**config.mk**
```make
export PLATFORM = sky130hd
export DESIGN_NAME = m_prs_acc_cpu_flat
export DESIGN_NICKNAME = d
export VERILOG_FILES = /design/src/rtl/m_prs_cpu_pkg.sv /design/src/rtl/m_prs_acc_cpu_if.sv /design/src/rtl/m_prs_alu.sv /design/src/rtl/m_prs_acc_cpu.sv /design/src/flat_wrapper.sv
export SDC_FILE = /design/constraint.sdc
export NUM_CORES = 1
export LEC_CHECK = 0
export CAP_MARGIN = 20
export CORE_ASPECT_RATIO = 0.6
export CORE_MARGIN = 4
export CORE_UTILIZATION = 26
export DETAILED_ROUTE_END_ITERATION = 10
export PLACE_DENSITY = 0.46
export SYNTH_ARGS = -nofsm -noshare
export SYNTH_HDL_FRONTEND = slang
export SYNTH_SLANG_ARGS = --single-unit
```
**constraint.sdc**
```tcl
create_clock -name clk -period 3.4 [get_ports clk]
set_input_delay 0.68 -clock clk [delete_from_list [all_inputs] [get_ports clk]]
set_output_delay 0.68 -clock clk [all_outputs]
set_load 0.05 [all_outputs]
```
**src/rtl/m_prs_cpu_pkg.sv**
```systemverilog
// Shared types for the accumulator CPU: opcodes, FSM states and address-width helper.
package m_prs_cpu_pkg;

  localparam int unsigned OP_W = 4;

  typedef enum logic [OP_W-1:0] {
    OP_NOP  = 4'h0,
    OP_LDI  = 4'h1,
    OP_ADDI = 4'h2,
    OP_SUBI = 4'h3,
    OP_ANDI = 4'h4,
    OP_ORI  = 4'h5,
    OP_XORI = 4'h6,
    OP_IN   = 4'h7,
    OP_OUT  = 4'h8,
    OP_JMP  = 4'h9,
    OP_JZ   = 4'hA,
    OP_JC   = 4'hB,
    OP_SHL  = 4'hC,
    OP_SHR  = 4'hD,
    OP_NOP2 = 4'hE,
    OP_HLT  = 4'hF
  } opcode_e;

  typedef enum logic [1:0] {
    ST_IDLE  = 2'd0,
    ST_FETCH = 2'd1,
    ST_EXEC  = 2'd2,
    ST_HALT  = 2'd3
  } state_e;

  function automatic int unsigned addr_w(input int unsigned depth);
    return (depth <= 2) ? 1 : $clog2(depth);
  endfunction

endpackage

```
**src/rtl/m_prs_acc_cpu_if.sv**
```systemverilog
// Switch/LED, program-load and control bundle of the accumulator CPU.
// Carries step_mode/step only when M_PRS_CPU_STEP_EN is defined.
interface m_prs_acc_cpu_if
  import m_prs_cpu_pkg::*;
#(
  parameter int unsigned DATA_W     = 8,
  parameter int unsigned IMEM_DEPTH = 16
);
  localparam int unsigned AW      = addr_w(IMEM_DEPTH);
  localparam int unsigned INSTR_W = OP_W + DATA_W;

  logic [DATA_W-1:0]  sw_in;
  logic [DATA_W-1:0]  led_out;
  logic               prog_we;
  logic [AW-1:0]      prog_addr;
  logic [INSTR_W-1:0] prog_data;
  logic               run;
  logic               stop;
  logic [AW-1:0]      pc;
  logic               halted;
  logic               busy;
`ifdef M_PRS_CPU_STEP_EN
  logic               step_mode;
  logic               step;

  modport master (output sw_in, prog_we, prog_addr, prog_data, run, stop, step_mode, step,
                  input  led_out, pc, halted, busy);
  modport slave  (input  sw_in, prog_we, prog_addr, prog_data, run, stop, step_mode, step,
                  output led_out, pc, halted, busy);
`else
  modport master (output sw_in, prog_we, prog_addr, prog_data, run, stop,
                  input  led_out, pc, halted, busy);
  modport slave  (input  sw_in, prog_we, prog_addr, prog_data, run, stop,
                  output led_out, pc, halted, busy);
`endif

endinterface

```
**src/rtl/m_prs_alu.sv**
```systemverilog
// Combinational ALU: computes the accumulator and Z/C results of one instruction.
module m_prs_alu
  import m_prs_cpu_pkg::*;
#(
  parameter int unsigned DATA_W = 8
) (
  input  opcode_e           op,
  input  logic [DATA_W-1:0] acc,
  input  logic [DATA_W-1:0] imm,
  input  logic [DATA_W-1:0] sw,
  input  logic              c_in,
  output logic [DATA_W-1:0] acc_c,
  output logic              c_c,
  output logic              z_c,
  output logic              acc_we_c
);

  logic [DATA_W:0] sum;

  always_comb begin
    acc_c    = acc;
    c_c      = c_in;
    acc_we_c = 1'b0;
    sum      = '0;
    unique case (op)
      OP_LDI:  begin acc_c = imm;       acc_we_c = 1'b1; end
      OP_ADDI: begin
        sum      = {1'b0, acc} + {1'b0, imm};
        acc_c    = sum[DATA_W-1:0];
        c_c      = sum[DATA_W];
        acc_we_c = 1'b1;
      end
      // Top bit of the widened difference is the borrow
      OP_SUBI: begin
        sum      = {1'b0, acc} - {1'b0, imm};
        acc_c    = sum[DATA_W-1:0];
        c_c      = sum[DATA_W];
        acc_we_c = 1'b1;
      end
      OP_ANDI: begin acc_c = acc & imm; acc_we_c = 1'b1; end
      OP_ORI:  begin acc_c = acc | imm; acc_we_c = 1'b1; end
      OP_XORI: begin acc_c = acc ^ imm; acc_we_c = 1'b1; end
      OP_IN:   begin acc_c = sw;        acc_we_c = 1'b1; end
      OP_SHL:  begin
        c_c      = acc[DATA_W-1];
        acc_c    = {acc[DATA_W-2:0], 1'b0};
        acc_we_c = 1'b1;
      end
      OP_SHR:  begin
        c_c      = acc[0];
        acc_c    = {1'b0, acc[DATA_W-1:1]};
        acc_we_c = 1'b1;
      end
      default: ;
    endcase
    z_c = (acc_c == '0);
  end

endmodule

```
**src/rtl/m_prs_acc_cpu.sv**
```systemverilog
// Accumulator CPU core: program RAM, two-cycle fetch/execute FSM, Z/C flags, LED output.
// Optional single-step fetch gating under M_PRS_CPU_STEP_EN.
module m_prs_acc_cpu
  import m_prs_cpu_pkg::*;
#(
  parameter int unsigned DATA_W     = 8,
  parameter int unsigned IMEM_DEPTH = 16
) (
  input logic            clk,
  input logic            rst_n,
  m_prs_acc_cpu_if.slave bus
);

  localparam int unsigned AW      = addr_w(IMEM_DEPTH);
  localparam int unsigned INSTR_W = OP_W + DATA_W;

  state_e             state_q, state_d;
  logic [INSTR_W-1:0] mem [IMEM_DEPTH];
  logic [INSTR_W-1:0] ir;
  logic [AW-1:0]      pc_q;
  logic [AW-1:0]      pc_inc;
  logic [AW-1:0]      jmp_tgt;
  logic [DATA_W-1:0]  acc;
  logic [DATA_W-1:0]  led_q;
  logic               flag_z, flag_c;
  logic               halted_q, busy_q;
  opcode_e            op;
  logic [DATA_W-1:0]  imm;
  logic [DATA_W-1:0]  alu_acc_c;
  logic               alu_c_c, alu_z_c, alu_we_c;
  logic               fetch_stall_c;
  logic               restart_c;

  assign op      = opcode_e'(ir[INSTR_W-1:DATA_W]);
  assign imm     = ir[DATA_W-1:0];
  assign pc_inc  = pc_q + AW'(1);
  assign jmp_tgt = AW'(imm);

`ifdef M_PRS_CPU_STEP_EN
  assign fetch_stall_c = bus.step_mode && !bus.step;
`else
  assign fetch_stall_c = 1'b0;
`endif

  m_prs_alu #(.DATA_W(DATA_W)) u_alu (
    .op      (op),
    .acc     (acc),
    .imm     (imm),
    .sw      (bus.sw_in),
    .c_in    (flag_c),
    .acc_c   (alu_acc_c),
    .c_c     (alu_c_c),
    .z_c     (alu_z_c),
    .acc_we_c(alu_we_c)
  );

  always_ff @(posedge clk or negedge rst_n) begin
    if (!rst_n) state_q <= ST_IDLE;
    else        state_q <= state_d;
  end

  // Next state; stop overrides everything, including a pending restart
  always_comb begin
    state_d   = state_q;
    restart_c = 1'b0;
    case (state_q)
      ST_IDLE:  if (bus.run) begin state_d = ST_FETCH; restart_c = 1'b1; end
      ST_FETCH: if (!fetch_stall_c) state_d = ST_EXEC;
      ST_EXEC:  state_d = (op == OP_HLT) ? ST_HALT : ST_FETCH;
      ST_HALT:  if (bus.run) begin state_d = ST_FETCH; restart_c = 1'b1; end
      default:  state_d = ST_IDLE;
    endcase
    if (bus.stop) begin
      state_d   = ST_IDLE;
      restart_c = 1'b0;
    end
  end

  // Program RAM: written only while idle, read synchronously in FETCH
  always_ff @(posedge clk) begin
    if (state_q == ST_IDLE && bus.prog_we) mem[bus.prog_addr] <= bus.prog_data;
  end

  always_ff @(posedge clk or negedge rst_n) begin
    if (!rst_n) begin
      ir       <= '0;
      pc_q     <= '0;
      acc      <= '0;
      led_q    <= '0;
      flag_z   <= 1'b0;
      flag_c   <= 1'b0;
      halted_q <= 1'b0;
      busy_q   <= 1'b0;
    end else begin
      halted_q <= (state_d == ST_HALT);
      busy_q   <= (state_d == ST_FETCH) || (state_d == ST_EXEC);
      if (restart_c) begin
        pc_q   <= '0;
        acc    <= '0;
        flag_z <= 1'b0;
        flag_c <= 1'b0;
      end else if (!bus.stop) begin
        if (state_q == ST_FETCH && !fetch_stall_c) ir <= mem[pc_q];
        if (state_q == ST_EXEC) begin
          if (alu_we_c) begin
            acc    <= alu_acc_c;
            flag_z <= alu_z_c;
          end
          flag_c <= alu_c_c;
          if (op == OP_OUT) led_q <= acc;
          case (op)
            OP_JMP:  pc_q <= jmp_tgt;
            OP_JZ:   pc_q <= flag_z ? jmp_tgt : pc_inc;
            OP_JC:   pc_q <= flag_c ? jmp_tgt : pc_inc;
            OP_HLT:  pc_q <= pc_q;
            default: pc_q <= pc_inc;
          endcase
        end
      end
    end
  end

  assign bus.led_out = led_q;
  assign bus.pc      = pc_q;
  assign bus.halted  = halted_q;
  assign bus.busy    = busy_q;

endmodule

```
**src/flat_wrapper.sv**
```systemverilog
// flat-port wrapper written by rule: the top's interface ports become plain ports
module m_prs_acc_cpu_flat import m_prs_cpu_pkg::*;
#(
  parameter int unsigned DATA_W     = 8,
  parameter int unsigned IMEM_DEPTH = 16
)
  (clk, rst_n, bus_sw_in, bus_prog_we, bus_prog_addr, bus_prog_data, bus_run, bus_stop, bus_led_out, bus_pc, bus_halted, bus_busy);
  m_prs_acc_cpu_if #(.DATA_W(DATA_W), .IMEM_DEPTH(IMEM_DEPTH)) bus_i ();
  input logic clk;
  input logic rst_n;
  input wire logic [$bits(bus_i.sw_in)-1:0] bus_sw_in;
  input wire logic [$bits(bus_i.prog_we)-1:0] bus_prog_we;
  input wire logic [$bits(bus_i.prog_addr)-1:0] bus_prog_addr;
  input wire logic [$bits(bus_i.prog_data)-1:0] bus_prog_data;
  input wire logic [$bits(bus_i.run)-1:0] bus_run;
  input wire logic [$bits(bus_i.stop)-1:0] bus_stop;
  output wire logic [$bits(bus_i.led_out)-1:0] bus_led_out;
  output wire logic [$bits(bus_i.pc)-1:0] bus_pc;
  output wire logic [$bits(bus_i.halted)-1:0] bus_halted;
  output wire logic [$bits(bus_i.busy)-1:0] bus_busy;
  assign bus_i.sw_in = bus_sw_in;
  assign bus_i.prog_we = bus_prog_we;
  assign bus_i.prog_addr = bus_prog_addr;
  assign bus_i.prog_data = bus_prog_data;
  assign bus_i.run = bus_run;
  assign bus_i.stop = bus_stop;
  assign bus_led_out = bus_i.led_out;
  assign bus_pc = bus_i.pc;
  assign bus_halted = bus_i.halted;
  assign bus_busy = bus_i.busy;
  m_prs_acc_cpu #(.DATA_W(DATA_W), .IMEM_DEPTH(IMEM_DEPTH)) u_core (.clk(clk), .rst_n(rst_n), .bus(bus_i));
endmodule
```
Word-level counts from Yosys, hierarchy flattened
Memories as Yosys holds them, arrays and structs flattened. A register that Yosys moved wholly into a read port is not among the register bits.
Index checks and enable logic that the tools add are counted.
{"block": "word_totals", "regBits": 26, "mem_bits_rw": 192, "out_inout_bits": 14, "wordCells": 83, "n_memories": 1}
{"name": "u_core.mem", "words": 16, "word_bits": 12, "rd": 1, "rd_clocked_by_memory_dff": 1, "wr": 1, "line": "m_prs_acc_cpu.sv:18", "source": "logic [INSTR_W-1:0] mem [IMEM_DEPTH];"}
{"block": "op_classes", "addsub": 3, "n_eq_ne": 22, "n_mux": 29, "bitwise_logic": 5, "n_reduce_logical": 15}
{"cell": "case mux 8 bit (9 select lines)", "count": 1}
{"cell": "two-way mux 8 bit", "count": 4}
{"cell": "== test 4 bit, second input constant", "count": 7}
{"cell": "two-way mux 4 bit", "count": 5}
{"cell": "== test 4 x 3 -> 1 bit, second input constant", "count": 4}
{"cell": "case mux 4 bit (4 select lines)", "count": 1}
{"cell": "two-way mux 1 bit", "count": 13}
{"cell": "AND reduction 3 bit", "count": 4}
{"cell": "adder 8 x 8 -> 9 bit", "count": 1}
{"cell": "OR reduction 9 bit", "count": 1}
{"cell": "subtractor 8 x 8 -> 9 bit", "count": 1}
{"cell": "AND 8 bit", "count": 1}
{"cell": "== test 2 bit, second input constant", "count": 4}
{"cell": "== test 4 x 2 -> 1 bit, second input constant", "count": 2}
{"cell": "zero test 8 bit", "count": 1}
{"cell": "OR 8 bit", "count": 1}
{"cell": "XOR 8 bit", "count": 1}
{"cell": "two-way mux 2 bit", "count": 3}
{"cell": "case mux 2 bit (3 select lines)", "count": 1}
{"cell": "nonzero test 5 bit", "count": 1}
{"cell": "adder 4 x 1 -> 4 bit, second input constant", "count": 1}
{"cell": "== test 2 x 1 -> 1 bit, second input constant", "count": 2}
{"cell": "== test 4 x 1 -> 1 bit, second input constant", "count": 1}
{"cell": "inequality test 2 x 1 -> 1 bit, second input constant", "count": 2}
{"cell": "other kinds (9)", "count": 11}

Logic depth before layout (Yosys ltp)
{"block": "logic_depth", "ltp_word": 7, "depth_mapped": 10}

Hierarchy
A second synthesis with hierarchy kept.
{"block": "hier_totals", "cells_unflattened": 731, "area_unflattened_um2": 10875.4}
{"module": "m_prs_acc_cpu", "instances": 1, "cells_per_inst": 474, "area_each_um2": 9093.7, "seq_area_each_um2": 6716.4}
{"module": "m_prs_alu", "instances": 1, "cells_per_inst": 257, "area_each_um2": 1781.7, "seq_area_each_um2": 0.0}

Worst setup path before layout
No wires, ideal clock.
{"block": "synth_timing", "path_type": "register to register", "start": "reg u_core.acc[0]", "end": "reg u_core.flag_z", "setup_time_ns": 0.104, "arrival_time_ns": 2.499, "slack_ns": 0.797, "path_stages_with_launch": 11, "period_less_slack_ns": 2.603, "cell_sequence": "dfrtp_1 -> inv_1 -> ha_1 -> fa_1 -> nor3_1 -> or3_1 -> a221oi_1 -> o21bai_1 -> a21oi_1 -> or4b_1 -> o41ai_2"}
{"block": "synth_via", "elab_chain_len": 7, "elab_cells_between_ends": 11, "cone_classes": "add/sub (2); mux (5); bitwise (3); reduce/logical (1)"}
{"item": "start, declared", "line": "m_prs_acc_cpu.sv:23", "source": "logic [DATA_W-1:0] acc;"}
{"item": "start signal, assigned", "line": "m_prs_acc_cpu.sv:106", "source": "acc <= alu_acc_c;"}
{"item": "subtractor 8 x 8 -> 9 bit (tied with other cells)", "line": "m_prs_alu.sv:35", "source": "sum = {1'b0, acc} - {1'b0, imm};"}
{"item": "case mux 8 bit (9 select lines) (*)", "line": "m_prs_alu.sv:25", "source": "unique case (op)"}
{"item": "zero test 8 bit (*)", "line": "m_prs_alu.sv:56", "source": "z_c = (acc_c == '0);"}
{"item": "two-way mux 1 bit (*)", "line": "m_prs_acc_cpu.sv:105", "source": "if (alu_we_c) begin"}
{"item": "two-way mux 1 bit (*)", "line": "m_prs_acc_cpu.sv:104", "source": "if (state_q == ST_EXEC) begin"}
{"item": "two-way mux 1 bit (*)", "line": "m_prs_acc_cpu.sv:102", "source": "end else if (!bus.stop) begin"}
{"item": "two-way mux 1 bit (*)", "line": "m_prs_acc_cpu.sv:97", "source": "if (restart_c) begin"}
{"item": "end signal, assigned", "line": "m_prs_acc_cpu.sv:107", "source": "flag_z <= alu_z_c;"}
{"item": "end, declared", "line": "m_prs_acc_cpu.sv:25", "source": "logic flag_z, flag_c;"}
Mark *: on every way between the ends. The rest lies on a longest branch, timed or not. The select of a mux whose other input is x is not followed.
A chain may end at the register's enable or synchronous reset.

Worst setup path after layout
Same ends and word-level chain as after synthesis.

==> run_results.csv <==
group,metric,value,unit
timing,drv_slew,0,
die,row_count,56,
clock_tree,cts-root-buf,"clkbuf_16",
die,fp.coreArea,0.0396,sq mm
timing,setup_viol,0,
power_and_ir_drop,vdd_drop_max,0.000312,V
setup_path,path_max_fanout,5,
layout,final_nets,841,
yosys,ys.flop_type,"edfxtp_1",
setup_path,worstSetupPathType,"reg -> reg",
global_route,grt.overflow.total,0,
power_and_ir_drop,switching_share,38.5,%
routing,vias_per_cell,4.91,
power_and_ir_drop,p_sw,4060,uW
routing,vias,6468,
clock_tree,clk_path_buf_depth,3,
hold_path,hold_class,"in -> async",
die,pin_count,43,
yosys,synthMuxAreaShare,13.7,%
setup_path,reg2reg_depth,10,
global_route,antenna_found_initial,0,
power_and_ir_drop,total_power,10500,uW
yosys,yosys_warnings,0,
yosys,syn_area_per_cell,15.1,sq um
setup_path,arrival,3510,ps
routing,totalWireLength,29.6,mm
setup_path,cp-end-kind,"flip-flop",
timing,rsz0062_at_grt,"no",
power_and_ir_drop,power_density,836,mW/mm^2
clock_tree,clk_pin_slew_worst_paths,70,ps
yosys,synthSimpleGateAreaFrac,8.13,%
clock_tree,cts-resized-gates,0,
setup_path,r2r_end,"u_core.flag_z$_DFFE_PN0P_",
yosys,postSynthCellCount,699,
global_route,grt_usage,13.5,%
place,globalplace.congestion,0.907,
power_and_ir_drop,pwr-share-clk,22.8,%
setup_path,cp-start-kind,"flip-flop",
yosys,ys_async_sr_fraction,16.5,%
yosys,synth_cell_types,68,
die,die_h,164,microns
job,maxCapViolations,0,
global_route,grt_max_degree,39,
yosys,synth_fp_nets,760,
clock_tree,cts_sinks,230,
clock_tree,post_cts_buffers,0,
clock_tree,cts_tree,"done",
die,die_x,268,microns
routing,wire_per_inst,22.5,microns
layout,num_antenna_cells,0,
yosys,synth_compound_area_share,7.83,%
clock_tree,hold_buffers,0,
layout,layout_commonest_cell,"edfxtp_1",
routing,drt-initial-drc-count,738,
timing,post-route-period-util,91.5,%
timing,fmax,0.322,GHz
global_route,grt_pass1_vias,6344,
setup_path,required,3800,ps
setup_path,rrSetupSlack,290,ps
timing,finalCriticalPeriod,3110,ps
setup_path,r2r_start,"u_core.acc[0]$_DFFE_PN0P_",
power_and_ir_drop,comb_power_share,42.9,%
power_and_ir_drop,p_int,6490,uW
yosys,synth_seq_cells,230,
power_and_ir_drop,p_leak,0.00427,uW
layout,mostFrequentLayoutCells,"edfxtp_1, mux4_2, o21ai_0",
die,initial_core_util,26.7,%
clock_tree,htreeDepth,1,
routing,drcViolationCount,0,
layout,syn_to_final_growth,19.2,%
yosys,syn-cell-area,0.0106,sq mm
timing,worst_slack,290,ps
clock_tree,worstSkewPairLatency,520,ps
yosys,synth_seq_area_share,63.5,%
power_and_ir_drop,p_seq_share,34.3,%
run_status,status,"finished clean",
timing,clock_skew,18.1,ps
die,dieArea,0.0441,sq mm
timing,tns,0,ps
global_route,grt_first_pass_wirelength,43.7,mm
clock_tree,cts_buffers,23,
place,hpwl,20.9,mm
yosys,synth_xor_xnor_area_share,0.0828,%
timing,worstMarginPinSlew,705,ps
routing,drtAntennaViolNets,0,
routing,dr.pass1.iters,5,
timing,slew_headroom,53.0,%
yosys,yosys.area_share.adder,3.93,%
layout,drive_gt1_share,21.5,%
yosys,synth_edf_count,192,
place,portBuffers,42,
place,dp_slack,381,ps
yosys,synth_top_family_by_area,"multiplexers",
timing,hold_violations,0,
## layout make-up
type	count	area [sq um]
fillers	3852	27000
flip-flops and latches	230	6720
multi-input cells	399	3580
repair buffers	94	843
well taps	522	653
clock buffers	26	587
inverters	32	120
clock inverters	14	100
## cell families after synthesis
kind of cell,Yosys count
muxes,68
adders and majority gates,32
and+or+nand+nor,167
buffers and inverters,70
xor gates and xnor gates,1
DFF,230
AOI/OAI and AO/OA,131
## state kept, by name, summed over array words and instances, names as in the netlist
signal / count
u_core.bus.halted: 1
u_core.state_q: 2
u_core.bus.led_out: 8
u_core.mem: 192
u_core.flag_c: 1
u_core.flag_z: 1
u_core.bus.busy: 1
u_core.ir: 12
u_core.acc: 8
u_core.bus.pc: 4
## per-stage QoR
| stage | hold slack, ps | instance area, sq um | std cells | util (%) |
|---|---|---|---|---|
| finish | 119 | 12600 | 1317 | 31.8 |
| global placement | 468 | 11900 | 1276 | 30.1 |
| floorplan | 384 | 10600 | 699 | - |
| CTS | 356 | 12600 | 1316 | 31.8 |
| global route | 142 | 12600 | 1317 | 31.8 |
| detailed placement | 478 | 11900 | 1276 | 30.1 |
## synthesized netlist by cell type (4+ instances only)
| library cell | count | share of area [%] |
|---|---|---|
| edfxtp_1 | 192 | 55 |
| mux4_2 | 61 | 13 |
| o21ai_0 | 51 | 2.4 |
| nand2_1 | 40 | 1.4 |
| nor2_1 | 40 | 1.4 |
| dfrtp_1 | 38 | 9.0 |
| inv_1 | 32 | 1.1 |
| a21oi_1 | 30 | 1.4 |
| ha_1 | 30 | 3.5 |
| clkbuf_1 | 17 | 0.60 |
| nand3_1 | 16 | 0.76 |
| buf_2 | 15 | 0.71 |
| nor3_1 | 14 | 0.66 |
| nand2b_1 | 9 | 0.53 |
| nor2b_1 | 9 | 0.53 |
| nor3b_1 | 6 | 0.43 |
| mux2i_1 | 5 | 0.47 |
| or3_1 | 5 | 0.30 |
| a221oi_1 | 4 | 0.33 |
| nand4_1 | 4 | 0.24 |
| o21bai_1 | 4 | 0.28 |
| o22ai_1 | 4 | 0.24 |
## worst max-delay path by stage
stage,start,to,slack (ps),depth (start not counted)
global placement,bus_sw_in[1],u_core.flag_z$_DFFE_PN0P_,410,7
finish,u_core.acc[0]$_DFFE_PN0P_,u_core.flag_z$_DFFE_PN0P_,290,10
CTS,u_core.acc[0]$_DFFE_PN0P_,u_core.flag_z$_DFFE_PN0P_,390,10
global route,u_core.acc[1]$_DFFE_PN0P_,u_core.flag_z$_DFFE_PN0P_,130,10
floorplan,u_core.acc[0]$_DFFE_PN0P_,u_core.flag_z$_DFFE_PN0P_,800,10
detailed placement,bus_sw_in[1],u_core.flag_z$_DFFE_PN0P_,380,7
## layer usage
layer | vias to the layer above | track usage [%] | wire, microns
li1 | 2886 | - | -
met1 | 3335 | 22.9 | 15900
met2 | 223 | 17.7 | 11600
met3 | 24 | 2.43 | 1820
met4 | 0 | 1.80 | 338
met5 | - | 0 | 0
## power groups by stage
stage | Clock (uW) | Combinational (uW) | Sequential, uW
after floorplan | 0 | 2890 | 3680
after global placement | 0 | 4490 | 3690
after detailed placement | 0 | 4440 | 3680
after CTS | 2470 | 4460 | 3630
after global routing | 2600 | 4860 | 3670
final | 2400 | 4520 | 3620
## critical path: stages, from the launching register on
cell	delay, ps
dfrtp_1	410
inv_1	170
ha_1	220
fa_1	230
nor3_1	80
or3_1	470
a221oi_1	310
o21bai_1	140
a21oi_1	110
or4b_1	580
o41ai_2	270
(Power assumes the default switching activity.)
==> RTL change 1 (same flow settings) <==
`DATA_W` is set to 8 in 4 places; all go to 12.
--- a/src/rtl/m_prs_acc_cpu_if.sv
+++ b/src/rtl/m_prs_acc_cpu_if.sv
@@ -5,3 +5,3 @@
 #(
-  parameter int unsigned DATA_W     = 8,
+  parameter int unsigned DATA_W     = 12,
   parameter int unsigned IMEM_DEPTH = 16
--- a/src/rtl/m_prs_alu.sv
+++ b/src/rtl/m_prs_alu.sv
@@ -4,3 +4,3 @@
 #(
-  parameter int unsigned DATA_W = 8
+  parameter int unsigned DATA_W = 12
 ) (
--- a/src/rtl/m_prs_acc_cpu.sv
+++ b/src/rtl/m_prs_acc_cpu.sv
@@ -5,3 +5,3 @@
 #(
-  parameter int unsigned DATA_W     = 8,
+  parameter int unsigned DATA_W     = 12,
   parameter int unsigned IMEM_DEPTH = 16
--- a/src/flat_wrapper.sv
+++ b/src/flat_wrapper.sv
@@ -3,3 +3,3 @@
 #(
-  parameter int unsigned DATA_W     = 8,
+  parameter int unsigned DATA_W     = 12,
   parameter int unsigned IMEM_DEPTH = 16
Interface: changed (resized bus_led_out, bus_prog_data and bus_sw_in); port bits go from 43 to 55. The function was not compared with the original's and may differ.
==> RTL change 1 against the unedited design <==
- wire length is 45% higher
- worst setup slack worse by 120 ps
- cell area is 35% higher
- clock power is 33% higher
- total power is 38% higher
- critical path type unchanged
- synthesized area is 35% higher
- largest power group unchanged
- sequential cell count is 76 higher
- maximum frequency is 3.6% lower
==> RTL change 1: results (changes against the unedited design) <==
outcome finished, final reports clean (unchanged); Synthesized Nets 1036 (was 760); critical path peak fanout 8 (was 5); FF-to-FF path depth 11 (was 10); Post-synth EDFFs 256 (was 192); async set-or-reset flop fraction in the synthesized netlist 16.3% (was 16.5%); Post-DP Area 16100 sq um (was 11900 sq um); slew at the pin closest to its max-slew limit 848 ps (was 705 ps); vias after detailed routing 9057 (was 6468); CP max stage delay 490 ps (was 580 ps); synth cell count leaders 256 x edfxtp_1, 81 x mux4_2, 65 x o21ai_0, 61 x nand2_1, 56 x nor2_1 (was 192 x edfxtp_1, 61 x mux4_2, 51 x o21ai_0, 40 x nand2_1, 40 x nor2_1); fillers 5320 (was 3852); DP HPWL 29500 um (was 20900 um); routed wl met3 2790 um (was 1820 um); leak pwr 5.75 nW (was 4.27 nW); Seq/Total Area, Yosys 62.5% (was 63.5%); Synth top area share 53.8% (was 54.5%); Sw Ratio 39.5% (was 38.5%); share of cells above drive strength 1 21.8% (was 21.5%); wirelength, routed 43100 um (was 29600 um); routability cong. 0.921 (was 0.907); CTS Buf Count 31 (was 23); Buffers on Ports 54 (was 42); first-pass GRT wire length 63300 um (was 43700 um); number of global-route vias before repair 8925 (was 6344); routed wl met2 17100 um (was 11600 um); top post-synthesis cells by area edfxtp_1 54%, mux4_2 13%, dfrtp_1 8.7%, ha_1 4.0%, o21ai_0 2.3% (was edfxtp_1 55%, mux4_2 13%, dfrtp_1 9.0%, ha_1 3.5%, o21ai_0 2.4%); Largest regs u_core.mem: 256 flops, u_core.ir: 16 flops (was u_core.mem: 192 flops, u_core.ir: 12 flops); Tot GR Track Use 14.4% (was 13.5%); Nets 1140 (was 841); count of distinct cell types in the synthesized netlist 83 (was 68); clk_lat worst skew 580 ps (was 520 ps); 1st-iter DRT viols 870 (was 738); largest net degree at the start of global routing 49 (was 39)
-- RTL change 1: final timing paths --
check	from	endpoint	slack, ps
min in group clk	u_core.bus.led_out[10]	u_core.bus.led_out[10]	470
worst max register to register	u_core.acc[2]	u_core.flag_z	170
worst max-delay path	u_core.acc[2]	u_core.flag_z	170
worst min register to register	u_core.bus.led_out[10]	u_core.bus.led_out[10]	470
max in group asynchronous	rst_n	u_core.bus.led_out[6]	2430
worst min-delay path	rst_n	u_core.bus.led_out[9]	50
-- RTL change 1: logic make-up (layout without fill, tap and decap cells) --
logic type | Yosys count | after routing | synth area share (%)
compound gates | 193 | 193 | 8.85
fa+ha+maj | 48 | 48 | 4.30
simple gates | 219 | 219 | 7.82
xor+xnor | 3 | 3 | 0.184
mux | 93 | 93 | 13.7
buf+inv | 89 | 212 | 2.68
other cells | 0 | 1 | 0
flops | 306 | 306 | 62.5
-- RTL change 1: what timing repair did --
item | 4_1_cts | 5_1_grt
setup endpoints to repair | 0 | 1
buffers inserted | 0 | 0
gates resized for setup | 0 | 2
-- RTL change 1: power groups by stage --
stage                     Combinational, W  Clock (W)  Sequential, W
after floorplan                    0.00409          0        0.00480
after global placement             0.00648          0        0.00488
after detailed placement           0.00641          0        0.00488
after CTS                          0.00644    0.00330        0.00481
after global routing               0.00704    0.00345        0.00486
final                              0.00656    0.00320        0.00480
-- RTL change 1: cell type report --
| cell class | count | area (sq um) | area share [%] |
|---|---|---|---|
| antenna | 1 | 2.50 | 0.0147 |
| sequential | 306 | 8940 | 52.5 |
| timing repair buffer | 122 | 1120 | 6.57 |
| clock buffer | 36 | 795 | 4.66 |
| tap | 714 | 893 | 5.24 |
| clock inverter | 16 | 116 | 0.682 |
| inverter | 38 | 143 | 0.837 |
| multi-input combinational | 556 | 5040 | 29.5 |
-- RTL change 1: routing by layer --
layer / GRT usage, % / vias up
met4: 2.59 / 0
met5: 0 / -
li1: - / 3940
met1: 23.5 / 4755
met2: 19.6 / 319
met3: 2.73 / 43
-- RTL change 1: metrics by stage --
step | hold WS, ps | utilization, % | setup WS, ps | power [W] | std cells
after detailed placement | 472 | 29.7 | 246 | 0.0113 | 1736
after global routing | 71.7 | 31.4 | 11.7 | 0.0153 | 1789
after global placement | 464 | 29.7 | 236 | 0.0114 | 1736
after CTS | 63.3 | 31.4 | 224 | 0.0145 | 1788
final | 52.0 | 31.4 | 174 | 0.0146 | 1789
after floorplan | 384 | - | 629 | 0.00889 | 951
==> RTL change 2 (config.mk and constraints unchanged) <==
Made on the original files. Reset style: synchronous (`rst_n`), changed in 2 clocked blocks.
--- a/src/rtl/m_prs_acc_cpu.sv
+++ b/src/rtl/m_prs_acc_cpu.sv
@@ -56,3 +56,3 @@
 
-  always_ff @(posedge clk or negedge rst_n) begin
+  always_ff @(posedge clk) begin
     if (!rst_n) state_q <= ST_IDLE;
@@ -83,3 +83,3 @@
 
-  always_ff @(posedge clk or negedge rst_n) begin
+  always_ff @(posedge clk) begin
     if (!rst_n) begin
Behaviour: differs if rst_n is asserted again (counterexample within 4 cycles, from zero or initial values and one cycle with rst_n low); with rst_n held inactive, the same outputs for 4 cycles.
==> RTL change 2 against the unedited design <==
- critical path depth unchanged
- wire length down 6.4%
- synthesized area fell by 0.53%
- sequential cell count did not move
- global-route usage is 0.78 points lower
- worst setup slack improved by 290 ps
- synthesized cell count up 0.57%
- cell area decreased by 1.6%
- highest routed layer unchanged
Power is not compared: it rests on default switching activity, and its combinational part moved more than twofold at a synthesized area within 25%.
==> RTL change 2: results (changes against the unedited design) <==
async set-or-reset flop fraction in the synthesized netlist 0% (was 16.5%); syn_area_per_cell 15.0 sq um (was 15.1 sq um); initial antenna violation count 0 (unchanged); Buffers on Ports 42 (unchanged); Post-synth EDFFs 192 (unchanged); clock buffer depth 3 (unchanged); Finished Layout Cells 1307 (was 1317); wirelength, routed 27700 um (was 29600 um); H-tree depth 1 (unchanged); clk_lat worst skew 520 ps (about the same); critical path peak fanout 5 (unchanged); crit path DAT 3240 ps (was 3510 ps); root buf cell clkbuf_16 (unchanged); largest net degree at the start of global routing 30 (was 39); synth cell count leaders 192 x edfxtp_1, 61 x mux4_2, 53 x nand2_1, 44 x nor2_1, 38 x dfxtp_1 (was 192 x edfxtp_1, 61 x mux4_2, 51 x o21ai_0, 40 x nand2_1, 40 x nor2_1); outcome finished, final reports clean (unchanged); number of global-route vias before repair 6336 (was 6344); Initial DRT Pass Iterations 5 (unchanged); top post-synthesis cells by area edfxtp_1 55%, mux4_2 13%, dfxtp_1 7.2%, ha_1 3.6%, nand2_1 1.9% (was edfxtp_1 55%, mux4_2 13%, dfrtp_1 9.0%, ha_1 3.5%, o21ai_0 2.4%); first-pass GRT wire length 41800 um (was 43700 um); leak pwr between 3 and 4 nW; count of distinct cell types in the synthesized netlist 69 (was 68); routability cong. 0.925 (was 0.907); setup tns final 0 ps (unchanged); Largest regs u_core.mem: 192 flops, u_core.ir: 12 flops (unchanged); Post-Route Skew 24.0 ps (was 18.1 ps); Worst-path clk slew 70 ps (about the same); Peak VDD IR ~0.45 mV; postcts setup bufs 0 (unchanged); Hold Path Class register to register (was primary input to async pin); Nets 831 (was 841); Post-CTS Resized 0 (unchanged); Seq/Total Area, Yosys 62.0% (was 63.5%); Ant. Diodes 0 (unchanged); Vias/cell 4.83 (was 4.91); Tot GR Track Use 12.7% (was 13.5%); share of cells above drive strength 1 19.6% (was 21.5%); fillers 3941 (was 3852); Synth Flop Type edfxtp_1 (unchanged); worst slack, placed 661 ps (was 381 ps); DP HPWL 19900 um (was 20900 um); CTS Buf Count 23 (unchanged); synth warn 0 (unchanged); Synthesized Nets 764 (was 760); slew at the pin closest to its max-slew limit 742 ps (was 705 ps); 1st-iter DRT viols 559 (was 738)
==> RTL change 2: worst max-delay path, stage by stage, from the launching register on <==
cell and delay, ps:
dfxtp_1 430, inv_1 130, ha_1 270, fa_1 430, o21ba_1 220, or4_4 430
a21oi_1 170, o2bb2ai_1 90, o211ai_1 180, o21ai_0 160, a31o_1 200
==> RTL change 2: worst paths after layout <==
| kind | start | cells after the start | endpoint | slack (ps) |
|---|---|---|---|---|
| worst max register to register | u_core.acc[0] | 10 | u_core.flag_z | 580 |
| worst max-delay path | u_core.acc[0] | 10 | u_core.flag_z | 580 |
| worst min register to register | u_core.ir[9] | 2 | u_core.ir[9] | 470 |
| worst min-delay path | u_core.ir[9] | 2 | u_core.ir[9] | 470 |
==> RTL change 2: power breakdown <==
| part | switching (W) | internal (W) |
|---|---|---|
| Clock | 0.00106 | 0.00140 |
| Combinational | 0.000141 | 0.0000908 |
| Sequential | 0.0000120 | 0.00308 |
| Total | 0.00122 | 0.00457 |
==> RTL change 2: cell type report <==
| type | count | area [sq um] | area share, % |
|---|---|---|---|
| multi-input cells | 407 | 3670 | 29.6 |
| flip-flops and latches | 230 | 6530 | 52.6 |
| well taps | 522 | 653 | 5.26 |
| repair buffers | 82 | 733 | 5.91 |
| clock inverters | 14 | 134 | 1.08 |
| inverters | 26 | 97.6 | 0.787 |
| clock buffers | 26 | 587 | 4.73 |
==> RTL change 2: metrics by stage <==
stage | power, W | area [sq um]
6_report | 0.00579 | 12400
5_1_grt | 0.00601 | 12400
4_1_cts | 0.00587 | 12400
3_5_place_dp | 0.00339 | 11700
3_3_place_gp | 0.00339 | 11700
2_1_floorplan | 0.00326 | 10500
==> RTL change 2: metal layers <==
metal	vias to the layer above	GRT usage (%)	share of wire, %
met1	3240	20.4	52
li1	2856	-	-
met2	186	17.3	40
met3	35	3.01	6.9
met4	0	2.31	1.8
met5	-	0	0
==> RTL change 2: logic make-up (layout without fill, tap and decap cells) <==
group	Yosys count	after routing	synth area share [%]
compound gates	125	125	8.02
xor+xnor	2	2	0.167
fa+ha+maj	32	32	3.95
buf+inv	66	148	3.25
flops	230	230	62.0
mux	76	76	14.5
simple gates	172	172	8.08
